==> src/rtl/decode_stage_pkg.sv <==
// Shared types for the decode stage: opcode constants, functional-unit tags
// and the decoded-instruction record handed to dispatch.
package decode_stage_pkg;

  localparam int XLEN = 64;

  localparam logic [6:0] OP_LOAD   = 7'h03;
  localparam logic [6:0] OP_STORE  = 7'h23;
  localparam logic [6:0] OP_BRANCH = 7'h63;
  localparam logic [6:0] OP_JAL    = 7'h6F;
  localparam logic [6:0] OP_JALR   = 7'h67;
  localparam logic [6:0] OP_IMM    = 7'h13;
  localparam logic [6:0] OP_IMM32  = 7'h1B;
  localparam logic [6:0] OP_REG    = 7'h33;
  localparam logic [6:0] OP_REG32  = 7'h3B;
  localparam logic [6:0] OP_LUI    = 7'h37;
  localparam logic [6:0] OP_AUIPC  = 7'h17;

  typedef enum logic [1:0] {
    ALU = 2'd0,
    LSU = 2'd1,
    BU  = 2'd2
  } e_functional_unit;

  typedef struct packed {
    logic [6:0]       opcode;
    logic [4:0]       rd;
    logic [4:0]       rs1;
    logic [4:0]       rs2;
    logic [2:0]       funct3;
    logic [6:0]       funct7;
    logic [XLEN-1:0]  imm;
    e_functional_unit fu;
    logic             uses_rs1;
    logic             uses_rs2;
    logic             writes_rd;
    logic             illegal;
  } s_decoded_insn;

endpackage

==> src/rtl/decode_stage_insn_decoder.sv <==
// Purely combinational RV64I field/immediate/unit decoder.
module insn_decoder
  import decode_stage_pkg::*;
#(
  parameter int ADDRESS_WIDTH = XLEN
) (
  input  logic [31:0]   insn,
  output s_decoded_insn dec
);

  function automatic logic [ADDRESS_WIDTH-1:0] sext32(input logic [31:0] v);
    return {{(ADDRESS_WIDTH-32){v[31]}}, v};
  endfunction

  logic [31:0] imm_i, imm_s, imm_b, imm_u, imm_j;

  // Each format is first assembled as a 32-bit value sign-extended from bit 31.
  assign imm_i = {{20{insn[31]}}, insn[31:20]};
  assign imm_s = {{20{insn[31]}}, insn[31:25], insn[11:7]};
  assign imm_b = {{19{insn[31]}}, insn[31], insn[7], insn[30:25], insn[11:8], 1'b0};
  assign imm_u = {insn[31:12], 12'b0};
  assign imm_j = {{11{insn[31]}}, insn[31], insn[19:12], insn[20], insn[30:21], 1'b0};

  always_comb begin
    dec        = '0;
    dec.opcode = insn[6:0];
    dec.rd     = insn[11:7];
    dec.funct3 = insn[14:12];
    dec.rs1    = insn[19:15];
    dec.rs2    = insn[24:20];
    dec.funct7 = insn[31:25];
    dec.fu     = ALU;
    unique case (insn[6:0])
      OP_LOAD: begin
        dec.imm = sext32(imm_i);
        dec.fu  = LSU;
        dec.uses_rs1  = 1'b1;
        dec.writes_rd = 1'b1;
      end
      OP_IMM, OP_IMM32: begin
        dec.imm = sext32(imm_i);
        dec.uses_rs1  = 1'b1;
        dec.writes_rd = 1'b1;
      end
      OP_JALR: begin
        dec.imm = sext32(imm_i);
        dec.fu  = BU;
        dec.uses_rs1  = 1'b1;
        dec.writes_rd = 1'b1;
      end
      OP_STORE: begin
        dec.imm = sext32(imm_s);
        dec.fu  = LSU;
        dec.uses_rs1 = 1'b1;
        dec.uses_rs2 = 1'b1;
      end
      OP_BRANCH: begin
        dec.imm = sext32(imm_b);
        dec.fu  = BU;
        dec.uses_rs1 = 1'b1;
        dec.uses_rs2 = 1'b1;
      end
      OP_LUI, OP_AUIPC: begin
        dec.imm = sext32(imm_u);
        dec.writes_rd = 1'b1;
      end
      OP_JAL: begin
        dec.imm = sext32(imm_j);
        dec.fu  = BU;
        dec.writes_rd = 1'b1;
      end
      OP_REG, OP_REG32: begin
        dec.uses_rs1  = 1'b1;
        dec.uses_rs2  = 1'b1;
        dec.writes_rd = 1'b1;
      end
      default: dec.illegal = 1'b1;
    endcase
    if (insn[11:7] == 5'd0) dec.writes_rd = 1'b0;
  end

endmodule

==> src/rtl/decode_stage.sv <==
// Decode stage: polls the ifu, decodes each instruction and buffers the result
// in a small in-order queue presented to dispatch via valid/ready.
module decode_stage
  import decode_stage_pkg::*;
#(
  parameter int DEPTH         = 2,
  parameter int ADDRESS_WIDTH = XLEN
) (
  input  logic             clk,
  input  logic             rst,
  input  logic             fetch_ready_i,
  input  logic [31:0]      fetch_insn_i,
  output logic             instruction_poll_o,
  input  logic             bcast_valid_i,
  input  e_functional_unit bcast_rs_i,
  output logic             dec_valid_o,
  input  logic             dec_ready_i,
  output s_decoded_insn    dec_o
);

  localparam int PW = $clog2(DEPTH);
  localparam int CW = $clog2(DEPTH + 1);
  localparam logic [CW-1:0] DEPTH_C = CW'(DEPTH);

  s_decoded_insn decoded;
  s_decoded_insn mem [DEPTH];
  logic [PW-1:0] wr_ptr, rd_ptr;
  logic [CW-1:0] count;
  logic          push, pop, space, redirect;

  insn_decoder #(.ADDRESS_WIDTH(ADDRESS_WIDTH)) u_dec (
    .insn (fetch_insn_i),
    .dec  (decoded)
  );

  assign pop      = dec_valid_o & dec_ready_i;
  assign space    = (count < DEPTH_C) | pop;
  assign redirect = bcast_valid_i & (bcast_rs_i == BU);
  // Poll is held low while reset is asserted so nothing is consumed from the ifu.
  assign instruction_poll_o = fetch_ready_i & space & ~redirect & ~rst;
  assign push     = instruction_poll_o;

  assign dec_valid_o = (count != '0);
  assign dec_o       = mem[rd_ptr];

  always_ff @(posedge clk or posedge rst) begin
    if (rst) begin
      wr_ptr <= '0;
      rd_ptr <= '0;
      count  <= '0;
      for (int i = 0; i < DEPTH; i++) mem[i] <= '0;
    end else begin
      if (push) begin
        mem[wr_ptr] <= decoded;
        wr_ptr      <= wr_ptr + PW'(1);
      end
      if (pop) rd_ptr <= rd_ptr + PW'(1);
      unique case ({push, pop})
        2'b10:   count <= count + CW'(1);
        2'b01:   count <= count - CW'(1);
        default: count <= count;
      endcase
    end
  end

endmodule

==> config.mk <==
export PLATFORM = sky130hd
export DESIGN_NAME = decode_stage
export DESIGN_NICKNAME = d
export VERILOG_FILES = /design/src/rtl/decode_stage_pkg.sv /design/src/rtl/decode_stage_insn_decoder.sv /design/src/rtl/decode_stage.sv
export SDC_FILE = /design/constraint.sdc
export NUM_CORES = 1
export LEC_CHECK = 0
export ABC_AREA = 1
export ABC_CLOCK_PERIOD_IN_PS = 4000
export BUFFER_PORTS_ARGS = -buffer_cell sky130_fd_sc_hd__buf_4
export CORE_MARGIN = 2
export CORE_UTILIZATION = 30
export DETAILED_ROUTE_END_ITERATION = 10
export RECOVER_POWER = 100
export SYNTH_ARGS = -nofsm -noshare
export SYNTH_HDL_FRONTEND = slang
export SYNTH_SLANG_ARGS = --single-unit
==> constraint.sdc <==
create_clock -name clk -period 4 [get_ports clk]
set_clock_uncertainty 0.05 [all_clocks]
set_input_delay 0.8 -clock clk [delete_from_list [all_inputs] [get_ports clk]]
set_output_delay 0.8 -clock clk [all_outputs]
set_load 0.01 [all_outputs]
==> flow_summary.yaml, run 1 <==
outcome:
  violations: "capacitance limit, slew limit"
  outcome: "complete, but fails checks"
drt:
  wl_met3_um: 1140
  dr.pass1.iters: 6
  routedWlPerCell_um: 14.6
  wl_met1_um: 10000
  vias: 6362
  first_iter_violations: 494
  routed_wl_um: 20900
  wl_met2_um: 9300
  via_per_inst: 4.44
  ant_nets: 0
  drc: 0
  top_layer_used: "met4"
critical_path:
  reg2regPathDepth: 8
  required_ns: 3.15
  crit_arrival_ns: 2.41
  r2r-end: "mem[85]"
  reg2reg_setup_slack_ns: 1.12
  timing.rr.start: "count[1]"
  start_kind: "register"
  end_kind: "primary output"
  cp_max_fo: 27
  path_class: "register to primary output"
grt:
  grt_usage: 0.163
  antenna_found_initial: 0
  grt_pass1_wl_um: 33100
  grt_max_degree: 101
  grt_pass1_vias: 6183
  grt_overflow: 0
sta:
  setup_violations: 0
  timing.final.crit_share: 0.815
  worst_slew_pin_slew_ns: 1.92
  fmaxAchievable_ghz: 0.307
  min_period_ns: 3.26
  drv_slew: 163
  slew_headroom: -0.278
  finalSetupTns_ns: 0
  holdWs_ns: 0.326
  rsz0062_at_grt: "no"
  finalHoldViolCount: 0
clock_tree:
  cts_max_path_buffers: 2
  cts_buffers: 17
  cts_post_setup_buffers_inserted: 0
  htree_levels: 4
  clk_pin_slew_ns: 0.06
  clock_latency_ns: 0.42
  cts_tree: "yes"
  cts_resized: 0
  clock-sinks: 144
  cts_hold_buf: 0
  cts-root-buf: "clkbuf_16"
cells_and_area:
  area_growth_pct: 16.8
  drive_gt1_frac: 0.0957
  stdcell_area_sq_mm: 0.00858
  antenna_cells: 0
  final_core_util: 0.355
  fin_nets: 1135
yosys:
  synth_top_area_cell: "dfrtp_1"
  ys_types: 27
  synth.area.top_cells: "dfrtp_1 49%, nand2_1 27%, o21ai_0 5.5%"
  async_reset_ff_frac: 1.00
  synth_top_area_share: 0.490
  yosys_register_bits: 144
  synth-main-ff-cell: "dfrtp_1"
  syn_area_sq_mm: 0.00735
  synthTopCellsByCount: "529 x nand2_1, 144 x dfrtp_1, 81 x o21ai_0"
  seq_area_frac_synth: 0.490
  synth_nets: 1049
  ys.warnings.count: 0
  avgSynthCellArea_sq_um: 7.28
  synth.most_common_cell: "nand2_1"
  synthCells: 1009
  synth-edff-count: 0
placement:
  hpwl_um: 14300
  dpl-instance-area_sq_mm: 0.00839
  gp_congestion: 0.883
  io_buffers: 142
die:
  die_w_um: 160
  die_height_um: 160
  coreArea_sq_mm: 0.0242
  die_area_sq_mm: 0.0258
  io_pins: 143
  fp-row-count: 57
  start_util: 0.304
hold_path:
  hp-class: "input port to async pin"
pwr:
  ir_drop_v: 0.000283
  p_per_area_mw_per_mm2: 627
  totalPowerFinal_uw: 5380
  leakagePower_uw: 0.00475
run:
  cap_violations: 2
-- stage by stage --
stage,setup WS [ns],instances
detailed placement,1.33,1400
global route,0.508,1432
CTS,1.12,1432
finish,0.739,1432
floorplan,0.155,1009
global placement,1.37,1400
-- logic make-up (layout without fill, tap and decap cells) --
logic type      Yosys count  count (layout)  share of synthesized area
simple gates            638             638                      0.347
flops                   144             144                      0.490
buf+inv                 139             238                     0.0996
compound gates           84              84                     0.0572
xor+xnor                  3               3                    0.00358
fa+ha+maj                 1               1                    0.00170
-- per-layer routing --
layer,vias to the layer above,global-route usage
li1,3233,-
met1,2948,0.232
met2,154,0.247
met3,27,0.0400
met4,0,0.0495
met5,-,0
-- cell usage in the layout, fill, tap and decap left out, types with 2 or more instances in the layout --
master / netlist / final
clkbuf_1: 23 / 102
clkbuf_16: 0 / 17
bufinv_16: 0 / 2
dfrtp_1: 144 / 143
nor3_1: 2 / 2
xor2_1: 2 / 2
clkbuf_8: 0 / 2
nor2_4: 2 / 2
o21ai_0: 81 / 81
nand2_2: 5 / 6
clkbuf_2: 0 / 4
nand3_1: 57 / 57
inv_6: 0 / 4
nor2_1: 33 / 34
nor2_2: 3 / 2
buf_4: 38 / 48
a21oi_1: 2 / 2
nand2_1: 529 / 529
inv_2: 8 / 5
clkinvlp_4: 0 / 3
clkinv_2: 0 / 3
inv_1: 44 / 46
-- where the power goes --
part           total, uW  internal (uW)  leakage (uW)  switching, uW
clock               1590            954      0.000283            634
sequential          2100           1880       0.00189            221
combinational       1690            530       0.00258           1160
-- area by class of cell --
type / instances / area [sq um]
Timing Repair Buffer: 154 / 779
Fill cell: 2646 / 15600
Clock buffer: 20 / 457
Sequential cell: 144 / 3600
Inverter: 52 / 200
Clock inverter: 12 / 133
Tap cell: 324 / 405
Multi-Input combinational cell: 726 / 3000
-- sequential cells by signal (all words and copies together), names as in the netlist --
| name | count |
|---|---|
| rd_ptr | 1 |
| wr_ptr | 1 |
| count | 2 |
| mem | 140 |
-- critical path, cell delays in order (launching register included) --
cell and delay (ns):
dfrtp_2 0.43, inv_1 0.76, buf_4 0.40, nand2_1 0.08
nand2_1 0.12, clkbuf_1 0.18
-- how the worst max path moves through the flow --
stage               startpoint                 end  slack, ns  cells after the start
floorplan                  rst  instruction_poll_o       0.16                      5
global placement           rst              mem[1]       1.37                     10
detailed placement         rst             mem[85]       1.33                      9
CTS                     rd_ptr           dec_o[10]       1.12                      5
global route               rst              mem[3]       0.51                      9
finish                  rd_ptr            dec_o[0]       0.74                      5
Power figures use the tool's default switching activity.
==> run 2: changes to the inputs <==
- ABC_CLOCK_PERIOD_IN_PS: 4000 -> 2640
- clock period: 4 -> 2.64 ns (I/O delays scaled with it)
==> flow_summary.yaml, run 2 (same netlist as run 1, synthesis figures left out) <==
clock_tree:
  cts-root-buf: "clkbuf_16"
  cts_hold_buf: 0
  clock_latency_ns: 0.42
  cts_buffers: 17
  cts_max_path_buffers: 2
  clock-sinks: 144
  cts_post_setup_buffers_inserted: 0
  clk_pin_slew_ns: 0.06
  htree_levels: 4
  cts_tree: "yes"
  cts_resized: 0
critical_path:
  reg2reg_setup_slack_ns: 0.39
  path_class: "register to primary output"
  path_common_cell: "nand2_1"
  start_kind: "register"
  cp_slowest_stage_delay_ns: 0.43
  crit_slowest_cell: "dfrtp_2"
  crit_arrival_ns: 1.91
  crit_buf_inv: 3
  reg2regPathDepth: 9
  required_ns: 2.06
  path_cells: "inv_2 > clkbuf_4 > nand2_1 > nand2_1 > buf_4"
  cp_top_family: "buffers and inverters"
  timing.rr.start: "count[1]"
  end_kind: "primary output"
  r2r-end: "mem[187]"
  cp_max_fo: 24
die:
  die_height_um: 160
  fp-row-count: 57
  io_pins: 143
  die_w_um: 160
  start_util: 0.304
  die_area_sq_mm: 0.0258
  coreArea_sq_mm: 0.0242
drt:
  routedWlPerCell_um: 14.7
  ant_nets: 0
  drc: 0
  routed_wl_um: 21100
  vias: 6465
  first_iter_violations: 492
  dr.pass1.iters: 5
  via_per_inst: 4.50
pwr:
  pwr-share-clk: 0.290
  ir_drop_v: 0.000523
  p_int_uw: 5130
  p_comb_frac: 0.321
  seqPwrFrac: 0.389
  p_per_area_mw_per_mm2: 943
  switching_share: 0.370
  leakagePower_uw: 0.00476
  p_switching_uw: 3010
hold_path:
  hp-class: "input port to register"
  min_from: "fetch_insn_i[3]"
  hold_end: "mem[200]"
  holdPathStages: 3
cells_and_area:
  final_cell_mix: "533 x nand2_1, 143 x dfrtp_1, 98 x clkbuf_1"
  fin_nets: 1139
  regMostFlops: "mem"
  largestRegisters: "mem (140), count (2)"
  area_growth_pct: 17.5
  seq_area_sq_mm: 0.00360
  multi_input_area_sq_mm: 0.00298
  fill_cells: 2647
  final_common_cell: "nand2_1"
  drive_gt1_frac: 0.0964
  largest_register_ffs: 140
grt:
  antenna_found_initial: 3
  grt_usage: 0.167
  grt_pass1_vias: 6049
  grt_pass1_wl_um: 33500
  grt_max_degree: 145
  grt_overflow: 0
sta:
  holdWs_ns: 0.296
  finalHoldViolCount: 0
  worst_slew_pin_slew_ns: 0.898
  slew_headroom: 0.401
  min_period_ns: 2.49
  fmaxAchievable_ghz: 0.401
  rsz0062_at_grt: "no"
  timing.final.crit_share: 0.944
  setup_ws_ns: 0.148
  drv_slew: 0
  finalSetupTns_ns: 0
  setup_violations: 0
placement:
  io_buffers: 142
  post-place-ws_ns: 0.551
  gp_congestion: 0.833
  hpwl_um: 14200
outcome:
  outcome: "finished, final reports clean"
run:
  cap_violations: 0
run 2: cell types whose count changed in the layout (fill, tap and decap cells not counted), moves of 2 or more:
cell	before	now
buf_4	48	50
clkbuf_4	0	5
nand2_2	6	2
clkbuf_1	102	98
nor2_2	2	4
diode_2	0	3
clkbuf_2	4	1
nand2_1	529	533
inv_6	4	0
buf_12	1	4
run 2: cell type report:
type,instances,area share
Antenna cell,3,0.000870
Sequential cell,144,0.418
Multi-Input combinational cell,726,0.345
Clock buffer,20,0.0529
Inverter,52,0.0228
Timing Repair Buffer,158,0.101
Tap cell,324,0.0470
Clock inverter,10,0.0132
run 2: metrics by stage:
step / util / cell area [sq um] / power (uW) / std cells
global route: 0.357 / 8630 / 8730 / 1435
CTS: 0.375 / 9070 / 8630 / 1434
finish: 0.357 / 8630 / 8140 / 1437
global placement: 0.351 / 8500 / 6200 / 1404
floorplan: - / 7350 / 4930 / 1009
detailed placement: 0.351 / 8500 / 6260 / 1404
run 2: worst max-delay path by stage:
stage | from | endpoint | cells after the start
3_5_place_dp | fetch_insn_i[1] | mem[21] | 10
5_1_grt | rd_ptr | dec_o[83] | 5
6_report | rd_ptr | dec_o[0] | 5
2_1_floorplan | rst | count[1] | 8
3_3_place_gp | fetch_insn_i[1] | mem[24] | 10
4_1_cts | rd_ptr | dec_o[55] | 5
run 2: worst register-to-register path, cell delays in order (launching register included):
cell and delay (ns):
dfrtp_1 0.37, inv_1 0.08, nor2_1 0.05, nor2_2 0.07, nand2_1 0.11, nor2_2 0.60, inv_2 0.28, buf_6 0.31
nand2_1 0.12, o21ai_0 0.08
run 2: power by group through the flow:
| stage | Sequential (uW) | Combinational (uW) | Clock (uW) |
|---|---|---|---|
| after floorplan | 3130 | 1800 | 0 |
| after global placement | 3190 | 3010 | 0 |
| after detailed placement | 3210 | 3050 | 0 |
| after CTS | 3180 | 3050 | 2400 |
| after global routing | 3260 | 2950 | 2520 |
| final | 3170 | 2620 | 2360 |
run 2: routing by layer:
layer,part of all wire,routed length [um],vias up,track usage
met4,0.0097,204,0,0.0414
met2,0.45,9490,169,0.254
met1,0.48,10200,3036,0.235
li1,-,-,3248,-
met3,0.057,1200,12,0.0457
met5,0,0,-,0
